**src/rtl/dmem_arbiter.sv**
```systemverilog
// Two-requester arbiter for the byte-lane data memory.
// Requester 0 (core) has fixed priority. Requester 1 (loader/debug) gets an
// aging counter that forces a grant after a bounded wait. Grants are
// combinational. Read responses return one cycle later to the requester
// that issued the read.
module dmem_arbiter #(
  parameter int ADDR_W       = 32,
  parameter int DATA_W       = 32,
  parameter int STARVE_LIMIT = 4
) (
  input  logic                clk,
  input  logic                rst_n,
  // requester 0: core execute-stage load/store port
  input  logic                m0_req_i,
  input  logic [DATA_W/8-1:0] m0_we_i,
  input  logic [ADDR_W-1:0]   m0_addr_i,
  input  logic [DATA_W-1:0]   m0_wr_data_i,
  output logic                m0_gnt_o,
  output logic                m0_rvalid_o,
  output logic [DATA_W-1:0]   m0_rd_data_o,
  // requester 1: loader/debug port
  input  logic                m1_req_i,
  input  logic [DATA_W/8-1:0] m1_we_i,
  input  logic [ADDR_W-1:0]   m1_addr_i,
  input  logic [DATA_W-1:0]   m1_wr_data_i,
  output logic                m1_gnt_o,
  output logic                m1_rvalid_o,
  output logic [DATA_W-1:0]   m1_rd_data_o,
  // shared memory port (synchronous read, data valid one cycle after address)
  output logic [DATA_W/8-1:0] mem_we_o,
  output logic [ADDR_W-1:0]   mem_addr_o,
  output logic [DATA_W-1:0]   mem_wr_data_o,
  input  logic [DATA_W-1:0]   mem_rd_data_i
);

  localparam int         NB    = DATA_W / 8;
  localparam logic [3:0] LIMIT = 4'(STARVE_LIMIT);

  logic [3:0] wait_cnt_q, wait_cnt_d;
  logic       rd_pend0_q, rd_pend0_d;
  logic       rd_pend1_q, rd_pend1_d;
  logic       gnt0, gnt1;
  logic       starved;

  // Arbitration: core wins unless requester 1 has waited the full limit.
  always_comb begin
    starved = (wait_cnt_q >= LIMIT);
    gnt1    = m1_req_i && (!m0_req_i || starved);
    gnt0    = m0_req_i && !gnt1;
  end

  assign m0_gnt_o = gnt0;
  assign m1_gnt_o = gnt1;

  // Memory mux, built per byte lane; lanes pass through untouched and are
  // driven to zero when nobody is granted.
  generate
    for (genvar gi = 0; gi < NB; gi++) begin : g_lane
      assign mem_we_o[gi] = gnt0 ? m0_we_i[gi] :
                            gnt1 ? m1_we_i[gi] : 1'b0;
      assign mem_wr_data_o[gi*8 +: 8] = gnt0 ? m0_wr_data_i[gi*8 +: 8] :
                                        gnt1 ? m1_wr_data_i[gi*8 +: 8] : 8'h00;
    end
  endgenerate

  assign mem_addr_o = gnt0 ? m0_addr_i :
                      gnt1 ? m1_addr_i : '0;

  // Next state: aging counter for requester 1 and pending-read flags.
  always_comb begin
    wait_cnt_d = wait_cnt_q;
    rd_pend0_d = 1'b0;
    rd_pend1_d = 1'b0;
    if (!m1_req_i || gnt1) begin
      wait_cnt_d = 4'd0;
    end else if (wait_cnt_q < LIMIT) begin
      wait_cnt_d = wait_cnt_q + 4'd1;
    end
    rd_pend0_d = gnt0 && (m0_we_i == '0);
    rd_pend1_d = gnt1 && (m1_we_i == '0);
  end

  // State registers; reset drops any in-flight read response.
  always_ff @(posedge clk or negedge rst_n) begin
    if (!rst_n) begin
      wait_cnt_q <= 4'd0;
      rd_pend0_q <= 1'b0;
      rd_pend1_q <= 1'b0;
    end else begin
      wait_cnt_q <= wait_cnt_d;
      rd_pend0_q <= rd_pend0_d;
      rd_pend1_q <= rd_pend1_d;
    end
  end

  // Route read data only to the requester owning the response.
  assign m0_rvalid_o  = rd_pend0_q;
  assign m1_rvalid_o  = rd_pend1_q;
  assign m0_rd_data_o = rd_pend0_q ? mem_rd_data_i : '0;
  assign m1_rd_data_o = rd_pend1_q ? mem_rd_data_i : '0;

endmodule

```
**config.mk**
```make
export PLATFORM = sky130hd
export DESIGN_NAME = dmem_arbiter
export DESIGN_NICKNAME = d
export VERILOG_FILES = /design/src/rtl/dmem_arbiter.sv
export SDC_FILE = /design/constraint.sdc
export NUM_CORES = 1
export LEC_CHECK = 0
export BUFFER_PORTS_ARGS = -buffer_cell sky130_fd_sc_hd__buf_2
export CAP_MARGIN = 10
export CORE_AREA = 4 4 116 118
export CTS_CLUSTER_DIAMETER = 60
export DETAILED_ROUTE_END_ITERATION = 10
export DIE_AREA = 0 0 120 122
export PLACE_DENSITY = 0.55
export SETUP_SLACK_MARGIN = 0.5
export SYNTH_ARGS = -nofsm -noshare
export SYNTH_HDL_FRONTEND = slang
export SYNTH_SLANG_ARGS = --single-unit
```
**constraint.sdc**
```tcl
create_clock -name clk -period 3 [get_ports clk]
set_input_delay 0.75 -clock clk [delete_from_list [all_inputs] [get_ports clk]]
set_output_delay 0.75 -clock clk [all_outputs]
set_load 0.1 [all_outputs]
```
**After elaboration in Yosys (flattened, before gate mapping)**

Index checks and enable logic that the tools add are counted.

- Register bits: 6
- Bits of input ports: 172
- Output and inout bits: 136

- $lt $le $gt $ge: 2
- Reduce and logical (&&, ||, !) cells: 12
- Add/subtract/negate cells: 1
- Muxes and demuxes: 22

Operators with widths:

| kind | count |
|---|---|
| $mux W32 | 4 |
| $mux W8 | 8 |
| $logic_not A4 Y1 | 2 |
| $mux W1 | 8 |
| $mux W4 | 2 |
| $add A4 B1 Y4 const B | 1 |
| $ge A4 B3 Y1 const B | 1 |
| $logic_and A1 B1 Y1 | 4 |
| $lt A4 B3 Y1 const B | 1 |
| $logic_not A1 Y1 | 3 |
| $logic_or A1 B1 Y1 | 2 |
| $reduce_bool A2 Y1 | 1 |

**Longest topological paths before layout**

Gate-level depths: netlist of the first run.

- Word-level depth: 6
- Mapped depth: 5

**Worst setup path after synthesis of the first run**

Ideal clock, no wire load.

- Kind: in2out
- Start point: in m0_req_i
- End point: out mem_addr_o[10]
- Stages: 5
- Arrival: 2.788 ns
- Slack: -0.538 ns
- Path buffers: 3
- Required time: 2.250 ns
- Cell sequence: buf_2 nor3b_2 buf_6 buf_4 o22ai_1

- Cells in the longest elaborated chain, start to end: 6
- Elaborated cells on any way between the ends: 7

RTL lines:

| item | line | RTL |
|---|---|---|
| start, declared | 14 | `input logic m0_req_i,` |
| $logic_not A1 Y1 | 48 | `gnt1 = m1_req_i && (!m0_req_i \|\| starved);` |
| $logic_or A1 B1 Y1 | 48 |  |
| $logic_and A1 B1 Y1 | 48 |  |
| $logic_not A1 Y1 | 49 | `gnt0 = m0_req_i && !gnt1;` |
| $logic_and A1 B1 Y1 | 49 |  |
| $mux W32 * | 66 | `assign mem_addr_o = gnt0 ? m0_addr_i :` |
| end, declared | 31 | `output logic [ADDR_W-1:0] mem_addr_o,` |

Every way passes the cells marked *; elsewhere a longest branch is shown, timed or not.

**Worst setup path in the final report of the first run**

- Start point: in m0_req_i
- End point: out mem_we_o[0]

- Cells in the longest elaborated chain, start to end: 6
- Elaborated cells on any way between the ends: 7

RTL lines:

| item | line | RTL |
|---|---|---|
| $logic_not A1 Y1 | 48 |  |
| $logic_or A1 B1 Y1 | 48 |  |
| $logic_and A1 B1 Y1 | 48 |  |
| $logic_not A1 Y1 | 49 |  |
| $logic_and A1 B1 Y1 | 49 |  |
| $mux W1 * | 59 | `assign mem_we_o[gi] = gnt0 ? m0_we_i[gi] :` |
| end, declared | 30 | `output logic [DATA_W/8-1:0] mem_we_o,` |

Marked as above.

==> results of run 1 <==
[routing by layer]
layer | global-route usage (%) | part of all wire, % | vias to the layer above
met4 | 7.37 | 2.9 | 0
met5 | 0 | 0 | -
met1 | 16.7 | 33 | 1638
met3 | 3.34 | 7.7 | 18
met2 | 32.8 | 56 | 188
li1 | - | - | 1723
[report_power, final]
| group | switching (mW) | leakage (nW) | internal, mW |
|---|---|---|---|
| sequential | 0.00130 | 0.0808 | 0.0832 |
| clock | 0.0424 | 0.0370 | 0.171 |
| combinational | 0.992 | 2.76 | 0.570 |
[timing repair]
item / CTS / global route
buffers inserted: 3 / 13
resized for setup: 141 / 17
cloned: 6 / 1
endpoints found under the setup margin: 70 / 62
pin swaps: 3 / 4
[cell usage after synthesis]
library cell and n:
buf_8 1, clkbuf_1 24, o22ai_1 68, buf_6 6, nand2_1 136, and3_1 2, ha_1 1, o21a_1 1
conb_1 1, or4_1 2, nor3b_2 2, and2_1 64, and3b_1 1, nor3b_1 1, nor2b_1 2, buf_4 1
dfrtp_1 6, buf_2 6
[critical path, cell delays in order]
cell and delay [ns]:
buf_8 0.10, nor3b_4 0.15, buf_6 0.16, bufbuf_16 0.29
o22ai_4 0.18, buf_12 0.20
[final cells by class]
class / instances / area [um^2] / area share, %
well taps: 172 / 215 / 3.61
multi-input cells: 281 / 2490 / 41.7
diodes: 4 / 10.0 / 0.168
clock buffers: 3 / 75.1 / 1.26
flip-flops and latches: 6 / 150 / 2.52
repair buffers: 349 / 3020 / 50.7
[cells by family after synthesis]
group / count (synthesis) / share of synthesized area, %
AO/OA/AOI/OAI: 69 / 24.0
adder cells (fa/ha/maj): 1 / 0.694
buffers and inverters: 38 / 11.7
flip-flops: 6 / 8.33
other: 1 / 0.208
AND/OR/NAND/NOR: 210 / 55.1
[state kept, by name, indices dropped and copies added, names as in the netlist]
name         cells
wait_cnt_q       4
m0_rvalid_o      1
m1_rvalid_o      1
[path summary, 6_finish.rpt]
check / endpoint / cells after the start
setup reg to reg: wait_cnt_q[0] / 7
setup / recovery: mem_we_o[0] / 6
hold reg to reg: wait_cnt_q[0] / 1
min in group clk: wait_cnt_q[0] / 1
max in group asynchronous: wait_cnt_q[2] / 1
hold / removal: m1_rvalid_o / 1
==> reports/metrics.cfg, run 1 <==
[die]
initial_core_util_pct=14.5
fp-row-count=41
coreArea_um2=12500
ios=308
die_area_um2=14600
die_w_um=120
die_h_um=122

[yosys]
ys_warn_count=0
synthesis.area_um2=1800
synth_seq_cells=6
synth_area_per_cell_um2=5.54
yosysTopAreaCellShare_pct=28.3
syn_inst=325
synth_cell_types=18
yosysSeqAreaShare_pct=8.33
syn-num-nets=498
synth_area_leaders=nand2_1 28%, o22ai_1 24%, and2_1 22%
synth_top_area_cell=nand2_1

[cts]
htreeDepth=1
clk_path_buf_depth=2
cts_buffers=3
clkTransAtPathRegs_ns=0.03
clk-insertion-delay-late_ns=0.23
clockRootBuffer=clkbuf_16
tritoncts=built
cts_hold_buf=0
cts_sinks=6

[final_layout]
final_common_cell=buf_2
stdcell_count=815
final_area_um2=5960
final_nets=814
fin_util_pct=47.8
final_cell_mix=236 x buf_2, 136 x nand2_1, 68 x o22ai_4
final_layout_size_suffix_gt1_share_pct=76.5
areaGrowthSynthToFinish_pct=231
fillerInstances=1174

[placed_design]
dpl_cell_area_um2=4960
place_inst=785
port_buffers=307
hpwlAfterDp_um=10700
gp_congestion=0.810
place_ws_ns=0.213

[worst_setup_path]
crit_fanout=6
endpoint_kind=output port
r2r-start=wait_cnt_q[2]
worst-endpoint-arrival_ns=1.83
cp-start-kind=input pin
cp-startpoint=m0_req_i
regToRegSetupSlack_ns=1.44
crit_required_ns=2.25
worstSetupPathType=in -> out

[grt]
grt_use_total_pct=16.6
grt_overflow_total=0
grt_antenna_before_repair=4
grt_max_degree=37
grt_pass1_wl_um=19400
grt_pass1_vias=3641

[timing]
skew_ns=0.00279
final.min_clock_period_ns=2.58
slew_violations=0
hold_slack_ns=0.344
hold_viol_final=0
rsz0062_at_grt=yes
fin_ws_ns=0.421
fin_crit_sh_pct=86.0
tns_ns=0
setup_viol=0
clock.fmax_ghz=0.388

[drt]
wl_per_cell_um=16.5
routed_wl_um=13400
drt-pass1-iter-count=4
vias=3567
remaining_drc_errors=0
vias_per_cell=4.38
initialDrtViolationCount=80
ant_nets=0

[power]
leakage_nw=2.88
power_mw=1.86
max-vdd-ir-drop_uv=284
power-per-cell-area_nw_per_um2=312

[min_path]
hold_path_class=in -> async

[run]
maxCapViolCount=0

[outcome]
status=finished, final reports clean

Note: power is estimated with default switching activity, not from simulation.
==> run 2: changes to the inputs <==
- GPL_TIMING_DRIVEN: unset -> 0
==> reports/metrics.cfg, run 2 (synthesis results as in run 1) <==
[outcome]
status=finished, final reports clean

[grt]
grt_pass1_vias=3710
grt_overflow_total=0
use_met2_pct=33.2
grt_max_degree=11
grt_pass1_wl_um=19300
grt_antenna_before_repair=2
grt_use_total_pct=16.6
global_route.usage.met3_pct=3.20
busiest_layer=met2
gr-usage-met1_pct=17.1

[worst_setup_path]
crit_chain=buf_12 -> nor3b_4 -> buf_6 -> buf_12 -> o22ai_4 -> buf_12
worst-endpoint-arrival_ns=1.78
cp-startpoint=m0_req_i
cp-start-kind=input pin
worstSetupPathType=in -> out
cp_top_family=buffers and inverters
r2r-start=wait_cnt_q[2]
cpMaxStageDelayCell=nor3b_4
crit_required_ns=2.25
max_stage_delay_ns=0.23
endpoint_kind=output port
crit_buf_inv=4
crit_fanout=10
worst_path_most_repeated_cell=buf_12

[timing]
rsz0062_at_grt=yes
skew_ns=0.00176
clock.fmax_ghz=0.395
slew_violations=0
fin_ws_ns=0.471
relSlewSlack_pct=64.7
setup_viol=0
tns_ns=0
fin_crit_sh_pct=84.3
worst_pin_slew_ns=0.532
hold_viol_final=0
final.min_clock_period_ns=2.53

[die]
die_h_um=122
initial_core_util_pct=14.5
ios=308
die_area_um2=14600
coreArea_um2=12500
die_w_um=120
fp-row-count=41

[final_layout]
final_nets=815
fillerInstances=1217
final_common_cell=buf_2
largest_register=wait_cnt_q
final_layout_size_suffix_gt1_share_pct=75.5
final_cell_mix=226 x buf_2, 136 x nand2_1, 68 x o22ai_4
largest_reg_flops=4
areaGrowthSynthToFinish_pct=221

[cts]
clk-insertion-delay-late_ns=0.22
clk_path_buf_depth=2
tritoncts=built
clockRootBuffer=clkbuf_16
cts_buffers=3
cts_sinks=6
htreeDepth=1
cts_hold_buf=0
clkTransAtPathRegs_ns=0.03

[drt]
vias=3558
ant_nets=0
remaining_drc_errors=0
initialDrtViolationCount=70
drt-pass1-iter-count=4
wl_per_cell_um=16.2
vias_per_cell=4.37
routed_wl_um=13200

[placed_design]
port_buffers=306
gp_congestion=0.879
hpwlAfterDp_um=11200
place_ws_ns=0.0359

[power]
max-vdd-ir-drop_uv=217
leakage_nw=2.79
internal-power_uw=786
clkPwrFrac_pct=11.6
p_sw_share_pct=56.6
power-per-cell-area_nw_per_um2=312
p_comb_share_pct=83.7
power_frac_seq_pct=4.7
p_sw_mw=1.02

[min_path]
hold_path_class=in -> async

[run]
maxCapViolCount=0

## run 2: final timing paths
kind | slack [ns] | to | cells past startpoint
min in group clk | 0.56 | wait_cnt_q[0] | 1
setup / recovery | 0.47 | mem_addr_o[3] | 6
hold reg to reg | 0.56 | wait_cnt_q[0] | 1
hold / removal | 0.34 | wait_cnt_q[3] | 1
max in group asynchronous | 2.53 | m0_rvalid_o | 1
setup reg to reg | 1.73 | m0_rvalid_o | 4
## run 2: final cells by class
class                   count  area, um^2  area share, %
diodes                      2        5.00         0.0864
plain buffers              38         463           7.99
clock buffers               3        75.1           1.30
multi-input cells         281        2480           42.8
flip-flops and latches      6         150           2.59
well taps                 172         215           3.72
repair buffers            312        2400           41.5
## run 2: metal layers
layer  wire (um)  share of wire (%)  vias to the layer above
met3         947                7.2                       20
met4         404                3.1                        0
met1        4680                 35                     1642
met5           0                  0                        -
li1            -                  -                     1721
met2        7180                 54                      175
## run 2: power by group through the flow
stage / logic (mW) / registers (mW) / clock network, mW
final: 1.51 / 0.0852 / 0.210
after global routing: 1.57 / 0.0854 / 0.217
after CTS: 1.50 / 0.0850 / 0.213
after detailed placement: 1.28 / 0.0859 / 0
after global placement: 1.27 / 0.0858 / 0
after floorplan: 1.03 / 0.0879 / 0
## run 2: timing repair
item                       in CTS  in global routing
gates resized for setup       237                 30
cloned                          0                  3
setup endpoints to repair      70                 81
buffers inserted                1                  2
pin swaps                       0                  2
## run 2: through the flow
step	cell area (um^2)	util, %	hold WS, ns	total power [mW]	instances
6_report	5790	46.5	0.338	1.81	814
5_1_grt	5790	46.5	0.351	1.87	814
4_1_cts	5610	45.0	0.340	1.79	807
3_5_place_dp	4680	37.6	0.559	1.36	803
3_3_place_gp	4680	37.6	0.543	1.35	803
2_1_floorplan	2940	-	0.454	1.11	325
